<file path="src/rtl/jtag_ssram_pkg.sv">
// Shared definitions for the SSRAM port arbiter: parameter defaults and FSM encoding.
package jtag_ssram_pkg;

    localparam int DEFAULT_ADDR_WIDTH  = 9;
    localparam int DEFAULT_DATA_WIDTH  = 32;
    localparam int DEFAULT_BURST_WIDTH = 4;

    typedef enum logic [1:0] {
        IDLE  = 2'd0,
        BURST = 2'd1,
        DRAIN = 2'd2
    } arbState_t;

endpackage

</file>
<file path="src/rtl/ssram_rr_arbiter.sv">
// Two-requester round-robin grant with a pointer to the requester preferred on the next tie.
module ssram_rr_arbiter (
    input  logic       clock,
    input  logic       nReset,
    input  logic [1:0] request,
    input  logic       enable,
    output logic       grantValid,
    output logic       grantIndex
);

    logic preferred;

    always_comb begin
        grantValid = enable && (request != 2'b00);
        grantIndex = 1'b0;
        if (request == 2'b11) begin
            grantIndex = preferred;
        end else begin
            grantIndex = request[1];
        end
    end

    // After a grant, the other requester wins the next tie.
    always_ff @(posedge clock) begin
        if (!nReset) begin
            preferred <= 1'b0;
        end else if (grantValid) begin
            preferred <= ~grantIndex;
        end
    end

endmodule

</file>
<file path="src/rtl/ssram_port_arbiter.sv">
// Arbitrates two burst requesters onto a single SSRAM port (1-cycle read latency).
//
// state | meaning
// IDLE  | waiting for a request; grants unless a write done is pulsing
// BURST | one beat per cycle to the RAM for the granted requester
// DRAIN | last read word returns from the RAM; done pulses here
module ssram_port_arbiter
    import jtag_ssram_pkg::*;
#(
    parameter int ADDR_WIDTH  = DEFAULT_ADDR_WIDTH,
    parameter int DATA_WIDTH  = DEFAULT_DATA_WIDTH,
    parameter int BURST_WIDTH = DEFAULT_BURST_WIDTH
) (
    input  logic                   clock,
    input  logic                   nReset,
    input  logic                   request0,
    input  logic                   request1,
    input  logic                   write0,
    input  logic                   write1,
    input  logic [ADDR_WIDTH-1:0]  address0,
    input  logic [ADDR_WIDTH-1:0]  address1,
    input  logic [BURST_WIDTH-1:0] burstLength0,
    input  logic [BURST_WIDTH-1:0] burstLength1,
    input  logic [DATA_WIDTH-1:0]  dataIn0,
    input  logic [DATA_WIDTH-1:0]  dataIn1,
    output logic                   beatAck0,
    output logic                   beatAck1,
    output logic                   readValid0,
    output logic                   readValid1,
    output logic [DATA_WIDTH-1:0]  dataOut0,
    output logic [DATA_WIDTH-1:0]  dataOut1,
    output logic                   done0,
    output logic                   done1,
    output logic [ADDR_WIDTH-1:0]  ramAddress,
    output logic                   ramWriteEnable,
    output logic [DATA_WIDTH-1:0]  ramDataIn,
    input  logic [DATA_WIDTH-1:0]  ramDataOut
);

    arbState_t              state;
    arbState_t              nextState;
    logic                   owner;
    logic                   latchedWrite;
    logic [ADDR_WIDTH-1:0]  curAddr;
    logic [BURST_WIDTH-1:0] beatCount;
    logic [1:0]             readValidReg;
    logic [1:0]             doneReg;
    logic                   grantValid;
    logic                   grantIndex;
    logic                   grantEnable;
    logic                   inBurst;

    assign inBurst = (state == BURST);
    // A write burst's done pulse lands in IDLE; hold off the next grant for that cycle.
    assign grantEnable = (state == IDLE) && (doneReg == 2'b00);

    ssram_rr_arbiter uArbiter (
        .clock      (clock),
        .nReset     (nReset),
        .request    ({request1, request0}),
        .enable     (grantEnable),
        .grantValid (grantValid),
        .grantIndex (grantIndex)
    );

    always_ff @(posedge clock) begin
        if (!nReset) begin
            state <= IDLE;
        end else begin
            state <= nextState;
        end
    end

    always_comb begin
        nextState      = state;
        ramAddress     = '0;
        ramWriteEnable = 1'b0;
        ramDataIn      = '0;
        beatAck0       = 1'b0;
        beatAck1       = 1'b0;
        case (state)
            IDLE: begin
                if (grantValid) begin
                    nextState = BURST;
                end
            end
            BURST: begin
                ramAddress     = curAddr;
                ramWriteEnable = latchedWrite;
                ramDataIn      = owner ? dataIn1 : dataIn0;
                beatAck0       = ~owner;
                beatAck1       = owner;
                if (beatCount == '0) begin
                    nextState = latchedWrite ? IDLE : DRAIN;
                end
            end
            DRAIN: begin
                nextState = IDLE;
            end
            default: begin
                nextState = IDLE;
            end
        endcase
    end

    always_ff @(posedge clock) begin
        if (!nReset) begin
            owner        <= 1'b0;
            latchedWrite <= 1'b0;
            curAddr      <= '0;
            beatCount    <= '0;
            readValidReg <= '0;
            doneReg      <= '0;
        end else begin
            readValidReg <= '0;
            doneReg      <= '0;
            if (grantValid) begin
                owner        <= grantIndex;
                latchedWrite <= grantIndex ? write1 : write0;
                curAddr      <= grantIndex ? address1 : address0;
                beatCount    <= grantIndex ? burstLength1 : burstLength0;
            end else if (inBurst) begin
                curAddr <= curAddr + 1'b1;
                if (beatCount != '0) begin
                    beatCount <= beatCount - 1'b1;
                end
                if (!latchedWrite) begin
                    readValidReg[owner] <= 1'b1;
                end
                // Registered with the last beat so a read's done lines up with its final word.
                if (beatCount == '0) begin
                    doneReg[owner] <= 1'b1;
                end
            end
        end
    end

    assign readValid0 = readValidReg[0];
    assign readValid1 = readValidReg[1];
    assign dataOut0   = readValidReg[0] ? ramDataOut : '0;
    assign dataOut1   = readValidReg[1] ? ramDataOut : '0;
    assign done0      = doneReg[0];
    assign done1      = doneReg[1];

endmodule

</file>
<file path="config.mk">
export PLATFORM = sky130hd
export DESIGN_NAME = ssram_port_arbiter
export DESIGN_NICKNAME = d
export VERILOG_FILES = /design/src/rtl/jtag_ssram_pkg.sv /design/src/rtl/ssram_rr_arbiter.sv /design/src/rtl/ssram_port_arbiter.sv
export SDC_FILE = /design/constraint.sdc
export NUM_CORES = 1
export LEC_CHECK = 0
export ABC_CLOCK_PERIOD_IN_PS = 3900
export CORE_AREA = 3 3 91 93
export CTS_CLUSTER_DIAMETER = 60
export DETAILED_ROUTE_END_ITERATION = 8
export DIE_AREA = 0 0 94 96
export PLACE_DENSITY = 0.83
export SLEW_MARGIN = 0
export SYNTH_ARGS = -nofsm -noshare
export SYNTH_HDL_FRONTEND = slang
export SYNTH_SLANG_ARGS = --single-unit
</file>
<file path="constraint.sdc">
create_clock -name clock -period 3.9 [get_ports clock]
set_input_delay 0.78 -clock clock [delete_from_list [all_inputs] [get_ports clock]]
set_output_delay 0.78 -clock clock [all_outputs]
set_load 0.005 [all_outputs]
</file>
==> reports/qor.csv, run 1 <==
metric,value,unit
Hold WC Path Type,flip-flop to flip-flop,
Post-Synthesis Cells,294,
number of global-route vias before repair,2787,
Fill cells,659,
Die W,94,um
Initial Utilization,29.0,%
Max Fclk,316,MHz
CTS Buffer Depth,2,
CP arrival,2.38,ns
number of max-cap violations,0,
Die Y,96,um
Site Rows,32,
DR DRC count,0,
pin count of the biggest net entering global routing,34,
via count,2999,
Core ar.,0.00761,mm2
Async SR Flop Fraction,0,%
DR pass1 iterations,4,
#FFs+latches synth,22,
hpwl dp,9.24,mm
"commonest cells after routing, fill and taps aside","239 x clkdlybuf4s50_1, 73 x and2_1, 47 x nor2_1, 32 x mux2i_1, 21 x dfxtp_1",
1st-iter DRT viols,127,
Clock Skews,0.00653,ns
CTS Buf Count,3,
Total GRT Usage,21.8,%
Total Die Area,0.00902,mm2
DRT antenna net count,0,
Unique masters post-synth,51,
routability cong.,0.871,
IO Port Bufs,239,
initial antenna violation count,4,
Synth Flop Type,dfxtp_1,
CTS tree,built,
Routed WL,10.8,mm
syn_area_per_cell,7.50,um2
worst path required time,3.12,ns
worst vdd ir,0.218,mV
RSZ-0062 raised after global routing,no,
final-stage net count,651,
area of the mapped netlist,0.00221,mm2
register area share after synthesis,20.0,%
Resize count post-CTS,0,
synth warn,0,
hold_buf cts,0,
Post-Syn Nets,424,
Area Overhead vs Synth,114,%
PwrDens,384,mW/mm2
Leakage,1.74,nW
htree depth,1,
crit path time final,3.16,ns
Final setup viols,0,
Slew HR,44.3,%
"commonest non-fill, non-tap cell in the layout",clkdlybuf4s50_1,
crit end category,primary output,
Final Instance Count excl. Fillers,623,
post-CTS setup buffer count,0,
part of the cycle the worst path needs,81.0,%
Setup crit start kind,flip-flop,
global-route wire length before repair,15.3,mm
status,completed,
share of cells above drive strength 1,3.46,%
worst slew pin tran,0.834,ns
Ports,240,
CTS root buf,clkbuf_8,
Routed wire per std cell,17.4,um
Crit Path Class,flip-flop to primary output,
Placed Cells,618,
drt via density,4.81,
Clock Latency Late Sink,0.26,ns
crit path max fanout,22,
number of synthesized flops with an enable pin,0,
final slew viol count,0,
TNS Setup,0,ns
grt total ovfl,0,
clock sink count,22,
final hold vios,0,
clock-pin slew on the worst setup and hold paths,0.08,ns
power by group:
group / total, mW / switching [mW] / internal (mW)
clock network: 0.165 / 0.0746 / 0.0900
registers: 0.431 / 0.131 / 0.301
logic: 1.21 / 0.517 / 0.698
state kept, by name, indices dropped and copies added (netlist names):
register	count
curAddr	9
uArbiter.preferred	1
beatCount	4
latchedWrite	1
readValidReg	2
owner	1
doneReg	2
state	2
synth_stat cells, drive strengths merged (3+ instances only):
master | instances | area share [%]
nor3 | 3 | 0.68
nand4 | 3 | 0.85
o221a | 5 | 2.6
a22o | 3 | 1.2
a21oi | 7 | 1.6
a211oi | 5 | 2.3
nand2 | 11 | 1.9
nor2 | 48 | 8.3
inv | 7 | 1.2
o22ai | 4 | 1.1
a32oi | 4 | 1.6
mux2i | 32 | 15
dfxtp | 22 | 20
a32o | 3 | 1.4
o21ai | 4 | 0.91
buf | 10 | 2.5
xnor2 | 3 | 1.2
and2 | 73 | 21
clkbuf | 11 | 1.9
critical path: stages, from the launching register on:
cell	delay [ns]
dfxtp_1	0.52
nand2b_1	0.65
buf_4	0.39
nor2_1	0.08
clkdlybuf4s50_1	0.47
path summary, 6_finish.rpt:
path	cells after the start	endpoint	start	slack (ns)
setup / recovery	4	ramDataIn[2]	state[1]	0.74
hold / removal	2	curAddr[8]	curAddr[8]	0.49
setup reg to reg	4	beatCount[1]	state[1]	1.70
hold reg to reg	2	curAddr[8]	curAddr[8]	0.49
per-layer routing:
| layer | part of all wire [%] | up-vias | GRT usage, % |
|---|---|---|---|
| met5 | 0.48 | - | 0 |
| li1 | - | 1488 | - |
| met2 | 49 | 138 | 36.8 |
| met3 | 12 | 10 | 9.54 |
| met1 | 38 | 1355 | 26.3 |
| met4 | 0.39 | 8 | 2.89 |
cell type report:
type                    instances  area (um2)  share of cell area [%]
multi-input cells             244        1640                    34.8
flip-flops and latches         22         442                    9.36
repair buffers                243        2420                    51.3
well taps                     102         128                    2.70
clock buffers                   4        55.1                    1.17
inverters                       7        26.3                   0.557
diodes                          1        2.50                  0.0530
cells by family after synthesis:
family,count (synthesis),share of synthesized area (%)
flip-flops,22,20.0
AND/OR/NAND/NOR,152,37.1
multiplexers,32,14.5
AO/OA/AOI/OAI,55,20.5
buffers and inverters,28,5.56
adder cells (fa/ha/maj),2,1.13
XOR/XNOR,3,1.19
stage by stage:
step | util (%) | instance area [um2] | hold slack, ns | power [mW] | setup slack, ns
6_report | 62.0 | 4720 | 0.486 | 1.81 | 0.740
5_1_grt | 62.0 | 4720 | 0.522 | 1.94 | 0.585
4_1_cts | 62.0 | 4720 | 0.487 | 1.82 | 0.737
3_5_place_dp | 61.3 | 4660 | 0.474 | 1.65 | 1.03
3_3_place_gp | 61.3 | 4660 | 0.464 | 1.62 | 1.06
2_1_floorplan | - | 2210 | 0.435 | 1.04 | 1.86
No activity file was read; power rests on OpenSTA's default activity.
==> inputs of run 2 (changes only) <==
Settings changed: ABC_CLOCK_PERIOD_IN_PS 3900 to 2600, CORE_AREA 3 3 91 93 to not set, CORE_ASPECT_RATIO set to 0.9, CORE_MARGIN set to 3, CORE_UTILIZATION set to 26, DIE_AREA 0 0 94 96 to not set, PLACE_DENSITY 0.83 to 0.79.
Clock period 3.9 ns to 2.6 ns, I/O delays scaled along.
==> run 2 against run 1 <==
  * Count of clock-buffer cells in the layout is 1 lower
  * Wire length is 4.5% lower
  * Worst hold slack better by 0.0030 ns
  * Combinational power is 60% higher
  * Via count is 1.2% higher
  * Non-clock buffer count is 6 higher
  * Cell count is 0.64% higher
  * Critical path depth stayed put
  * Highest routed layer is now met4
  * Design area is 1.8% higher
  * Sequential cell count stayed put
==> reports/qor.csv, run 2 (same netlist as run 1, synthesis figures left out) <==
metric,value,unit,change
status,completed,,
Final Power,2.83,mW,+57%
final hold vios,0,,unchanged
CP arrival,1.90,ns,-0.48 ns
hpwl dp,8.69,mm,-6.0%
"commonest non-fill, non-tap cell in the layout",clkdlybuf4s50_1,,
grt total ovfl,0,,unchanged
routability cong.,0.886,,+1.8%
number of global-route vias before repair,2953,,+6.0%
Ports,240,,unchanged
TNS Setup,0,ns,unchanged
CTS Buf Count,3,,unchanged
Slew HR,69.9,%,+26 points
Final Instance Count excl. Fillers,627,,+0.64%
IO Port Bufs,239,,unchanged
fin util,59.0,%,-3.1 points
worst vdd ir,0.345,mV,+58%
part of the cycle the worst path needs,93.1,%,
Die Y,93.4,um,-2.7%
share of cells above drive strength 1,4.56,%,+1.1 points
Hold Path Origin,latchedWrite,,
Max Fclk,413,MHz,
Area Overhead vs Synth,118,%,
drt via density,4.84,,+0.59%
CP Cell Sequence,nor2b_1 > buf_4 > and2_1 > clkdlybuf4s50_1,,
hold_buf cts,0,,unchanged
Clock Latency Late Sink,0.26,ns,about the same
Top reg by flops,curAddr,,
Resize count post-CTS,0,,unchanged
RSZ-0062 raised after global routing,no,,
Routed WL,10.3,mm,-4.5%
Placed Cells,621,,+0.49%
Routed wire per std cell,16.5,um,-5.1%
"commonest cells after routing, fill and taps aside","239 x clkdlybuf4s50_1, 73 x and2_1, 47 x nor2_1, 32 x mux2i_1, 21 x dfxtp_1",,
Clock Skews,0.00145,ns,-0.00507 ns
CTS root buf,clkbuf_8,,
number of max-cap violations,0,,unchanged
r2r startpoint,state[1],,
worst path required time,2.08,ns,-1.04 ns
Final setup viols,0,,unchanged
flop2flop setup slack,0.68,ns,-1.02 ns
clock sink count,22,,unchanged
post-CTS setup buffer count,0,,unchanged
max incr delay on CP,0.56,ns,-0.09 ns
PwrDens,590,mW/mm2,+54%
final-stage net count,657,,+0.92%
via count,3036,,+1.2%
Worst Hold Path Cells,1,,-1
initial antenna violation count,2,,-2
pin count of the biggest net entering global routing,38,,+12%
Leakage,1.78,nW,+2.6%
Worst Setup SP,state[0],,
Die W,103,um,+9.7%
Site Rows,31,,-3.1%
crit path time final,2.42,ns,
clock-pin slew on the worst setup and hold paths,0.08,ns,about the same
CP max stage cell,clkdlybuf4s50_1,,
htree depth,1,,unchanged
global-route wire length before repair,14.9,mm,-2.0%
DR pass1 iterations,4,,unchanged
final slew viol count,0,,unchanged
CTS tree,built,,
Crit Path Class,flip-flop to primary output,,
DRT antenna net count,0,,unchanged
crit end category,primary output,,
crit path max fanout,12,,-45%
DR DRC count,0,,unchanged
Core ar.,0.00815,mm2,+7.1%
CTS Buffer Depth,2,,unchanged
worst slew pin tran,0.447,ns,-0.387 ns
Setup crit start kind,flip-flop,,
Initial Utilization,27.1,%,-1.9 points
1st-iter DRT viols,128,,+0.79%
hold worst-path end,state[1],,
Total GRT Usage,19.6,%,-2.2 points
capturing point of the worst reg2reg path,curAddr[5],,
max reg flops,9,,unchanged
Top Registers,"curAddr (9), beatCount (4)",,
Worst Reg-to-Reg Cells,4,,unchanged
Total Die Area,0.00963,mm2,+6.7%
Hold WC Path Type,flip-flop to flip-flop,,
## run 2: cell count changes in the layout (fill, tap and decap cells not counted)
cell and change:
buf_4 +4, diode_2 +1, bufinv_16 +1, buf_12 +2, clkbuf_8 -1
## run 2: layout make-up
type	count	area, um2
diodes	2	5.00
clock buffers	3	41.3
clock inverters	1	30.0
fillers	717	3340
inverters	7	26.3
multi-input cells	244	1640
flip-flops and latches	22	442
well taps	99	124
repair buffers	249	2490
## run 2: report_power, final
part           switching, mW  internal, mW
sequential             0.131         0.451
combinational          0.839          1.09
clock                  0.114         0.206
## run 2: how the worst max path moves through the flow
stage,to,cells past startpoint
final,ramWriteEnable,4
after global routing,ramWriteEnable,4
after CTS,ramWriteEnable,4
after detailed placement,curAddr[0],5
after global placement,curAddr[0],5
after floorplan,ramDataIn[10],4
## run 2: worst max-delay path, delay by kind of cell, from the launching register on
family,cells,cell delay (ns)
simple gates,2,0.43
buf+inv,2,0.79
flops,1,0.42
## run 2: per-stage QoR
stage	setup WS (ns)	hold slack [ns]	instance area, um2
floorplan	0.824	0.435	2210
global placement	0.367	0.467	4730
detailed placement	0.306	0.475	4730
CTS	0.187	0.503	4800
global route	0.106	0.533	4800
finish	0.179	0.489	4800
## run 2: metal layers
layer	global-route usage, %	vias to the layer above	routed length (um)
li1	-	1505	-
met1	22.1	1353	3740
met2	36.2	154	5320
met3	3.88	24	926
met4	6.36	0	357
met5	0	-	0
==> inputs of run 3 (changes only) <==
Settings changed: CAP_MARGIN set to 25, CORE_MARGIN 3 to not set.
==> run 3 against run 2 <==
  * Global-route usage increased by 0.63 points
  * Utilization is 0.061 points lower
  * Wire length shrank 5.9%
  * Design area shrank 0.10%
==> reports/qor.csv, run 3 (same netlist as run 1, synthesis figures left out) <==
metric,value,unit,change
initial antenna violation count,0,,-2
hold_buf cts,0,,unchanged
hold slack,0.508,ns,+0.0185 ns
fin util,58.9,%,-0.061 points
Setup crit start kind,flip-flop,,
Final setup viols,0,,unchanged
Worst Hold Path Cells,2,,+1
TNS Setup,0,ns,unchanged
number of max-cap violations,0,,unchanged
Routed wire per std cell,15.6,um,-5.6%
Leakage,1.78,nW,about the same
CTS Buffer Depth,2,,unchanged
crit path time final,2.48,ns,+0.0631 ns
Site Rows,31,,unchanged
final slew viol count,0,,unchanged
"commonest cells after routing, fill and taps aside","239 x clkdlybuf4s50_1, 73 x and2_1, 47 x nor2_1, 32 x mux2i_1, 21 x dfxtp_1",,
Routed WL,9.73,mm,-5.9%
Area Overhead vs Synth,118,%,
DR DRC count,0,,unchanged
number of global-route vias before repair,2857,,-3.3%
Ports,240,,unchanged
global-route wire length before repair,14.2,mm,-4.7%
worst path required time,2.08,ns,about the same
max reg flops,9,,unchanged
"commonest non-fill, non-tap cell in the layout",clkdlybuf4s50_1,,
Sw Share,38.3,%,about the same
DRT antenna net count,0,,unchanged
Top Registers,"curAddr (9), beatCount (4)",,
worst vdd ir,0.299,mV,-13%
CTS root buf,clkbuf_8,,
htree depth,1,,unchanged
post-CTS setup buffer count,0,,unchanged
Final Power,2.83,mW,about the same
Max Fclk,403,MHz,-2.5%
Slew HR,68.5,%,-1.4 points
Hold WC Path Type,flip-flop to flip-flop,,
CTS Buf Count,3,,unchanged
Clock Skews,0.00448,ns,+0.00303 ns
Crit Path Class,flip-flop to primary output,,
post-route cell area,0.00480,mm2,-0.10%
via count,3021,,-0.49%
CTS tree,built,,
drt via density,4.83,,-0.18%
pin count of the biggest net entering global routing,38,,unchanged
Internal Power,1.75,mW,about the same
Top reg by flops,curAddr,,
crit path max fanout,35,,+23
Seq pwr share,20.7,%,+0.2 points
Total GRT Usage,20.2,%,+0.63 points
Initial Utilization,27.1,%,unchanged
final hold vios,0,,unchanged
Total Die Area,0.00886,mm2,-8.0%
NetSw,1.08,mW,about the same
Clk pwr share,11.4,%,about the same
share of cells above drive strength 1,4.56,%,unchanged
Die W,99.1,um,-3.9%
status,completed,,
final-stage net count,657,,unchanged
RSZ-0062 raised after global routing,no,,
1st-iter DRT viols,148,,+16%
IO Port Bufs,239,,unchanged
Clock Latency Late Sink,0.26,ns,about the same
Resize count post-CTS,0,,unchanged
worst slew pin tran,0.473,ns,+0.0257 ns
clock sink count,22,,unchanged
Die Y,89.4,um,-4.3%
combinational power share,67.9,%,-0.3 points
area post-placement,0.00473,mm2,unchanged
DR pass1 iterations,4,,unchanged
antenna diode count,0,,-2
CP arrival,1.96,ns,+0.06 ns
Core ar.,0.00815,mm2,unchanged
grt total ovfl,0,,unchanged
PwrDens,590,mW/mm2,about the same
Worst Reg-to-Reg Cells,4,,unchanged
part of the cycle the worst path needs,95.5,%,+2.4 points
crit end category,primary output,,
hpwl dp,8.19,mm,-5.7%
clock-pin slew on the worst setup and hold paths,0.08,ns,about the same
routability cong.,0.896,,+1.1%
[run 3: cell types whose count changed in the layout (fill, tap and decap cells not counted), sizes merged]
cell | previous run | this run
diode | 2 | 0
[run 3: metrics by stage]
stage | setup WS [ns] | instances
after global routing | 0.0285 | 625
after global placement | 0.366 | 621
after detailed placement | 0.320 | 621
after floorplan | 0.824 | 294
after CTS | 0.124 | 625
final | 0.116 | 625
[run 3: area by class of cell]
cell class / count / area [um2]
clock buffers: 3 / 41.3
clock inverters: 1 / 30.0
fillers: 737 / 3350
inverters: 7 / 26.3
multi-input cells: 244 / 1640
flip-flops and latches: 22 / 442
well taps: 99 / 124
repair buffers: 249 / 2490
[run 3: worst paths after layout]
kind         startpoint       endpoint  slack, ns
max            state[1]  ramDataIn[19]       0.12
min          curAddr[8]     curAddr[8]       0.51
max reg2reg    state[1]     curAddr[5]       0.67
min reg2reg  curAddr[8]     curAddr[8]       0.51
[run 3: critical path, stage by stage, from the launching register on]
cell,delay [ns]
dfxtp_1,0.53
nand2b_1,0.38
buf_12,0.24
nor2_1,0.06
clkdlybuf4s50_1,0.47
[run 3: per-layer routing]
metal	routed length, um	global-route usage (%)	up-vias	part of all wire, %
li1	-	-	1498	-
met3	565	3.05	10	5.8
met2	5290	39.6	128	54
met1	3710	23.1	1385	38
met5	0	0	-	0
met4	172	5.48	0	1.8
[run 3: power groups by stage]
stage / sequential, mW / combinational, mW / clock, mW
global route: 0.602 / 2.10 / 0.342
CTS: 0.581 / 1.92 / 0.322
detailed placement: 0.588 / 1.92 / 0
floorplan: 0.546 / 1.02 / 0
finish: 0.586 / 1.92 / 0.322
global placement: 0.583 / 1.88 / 0
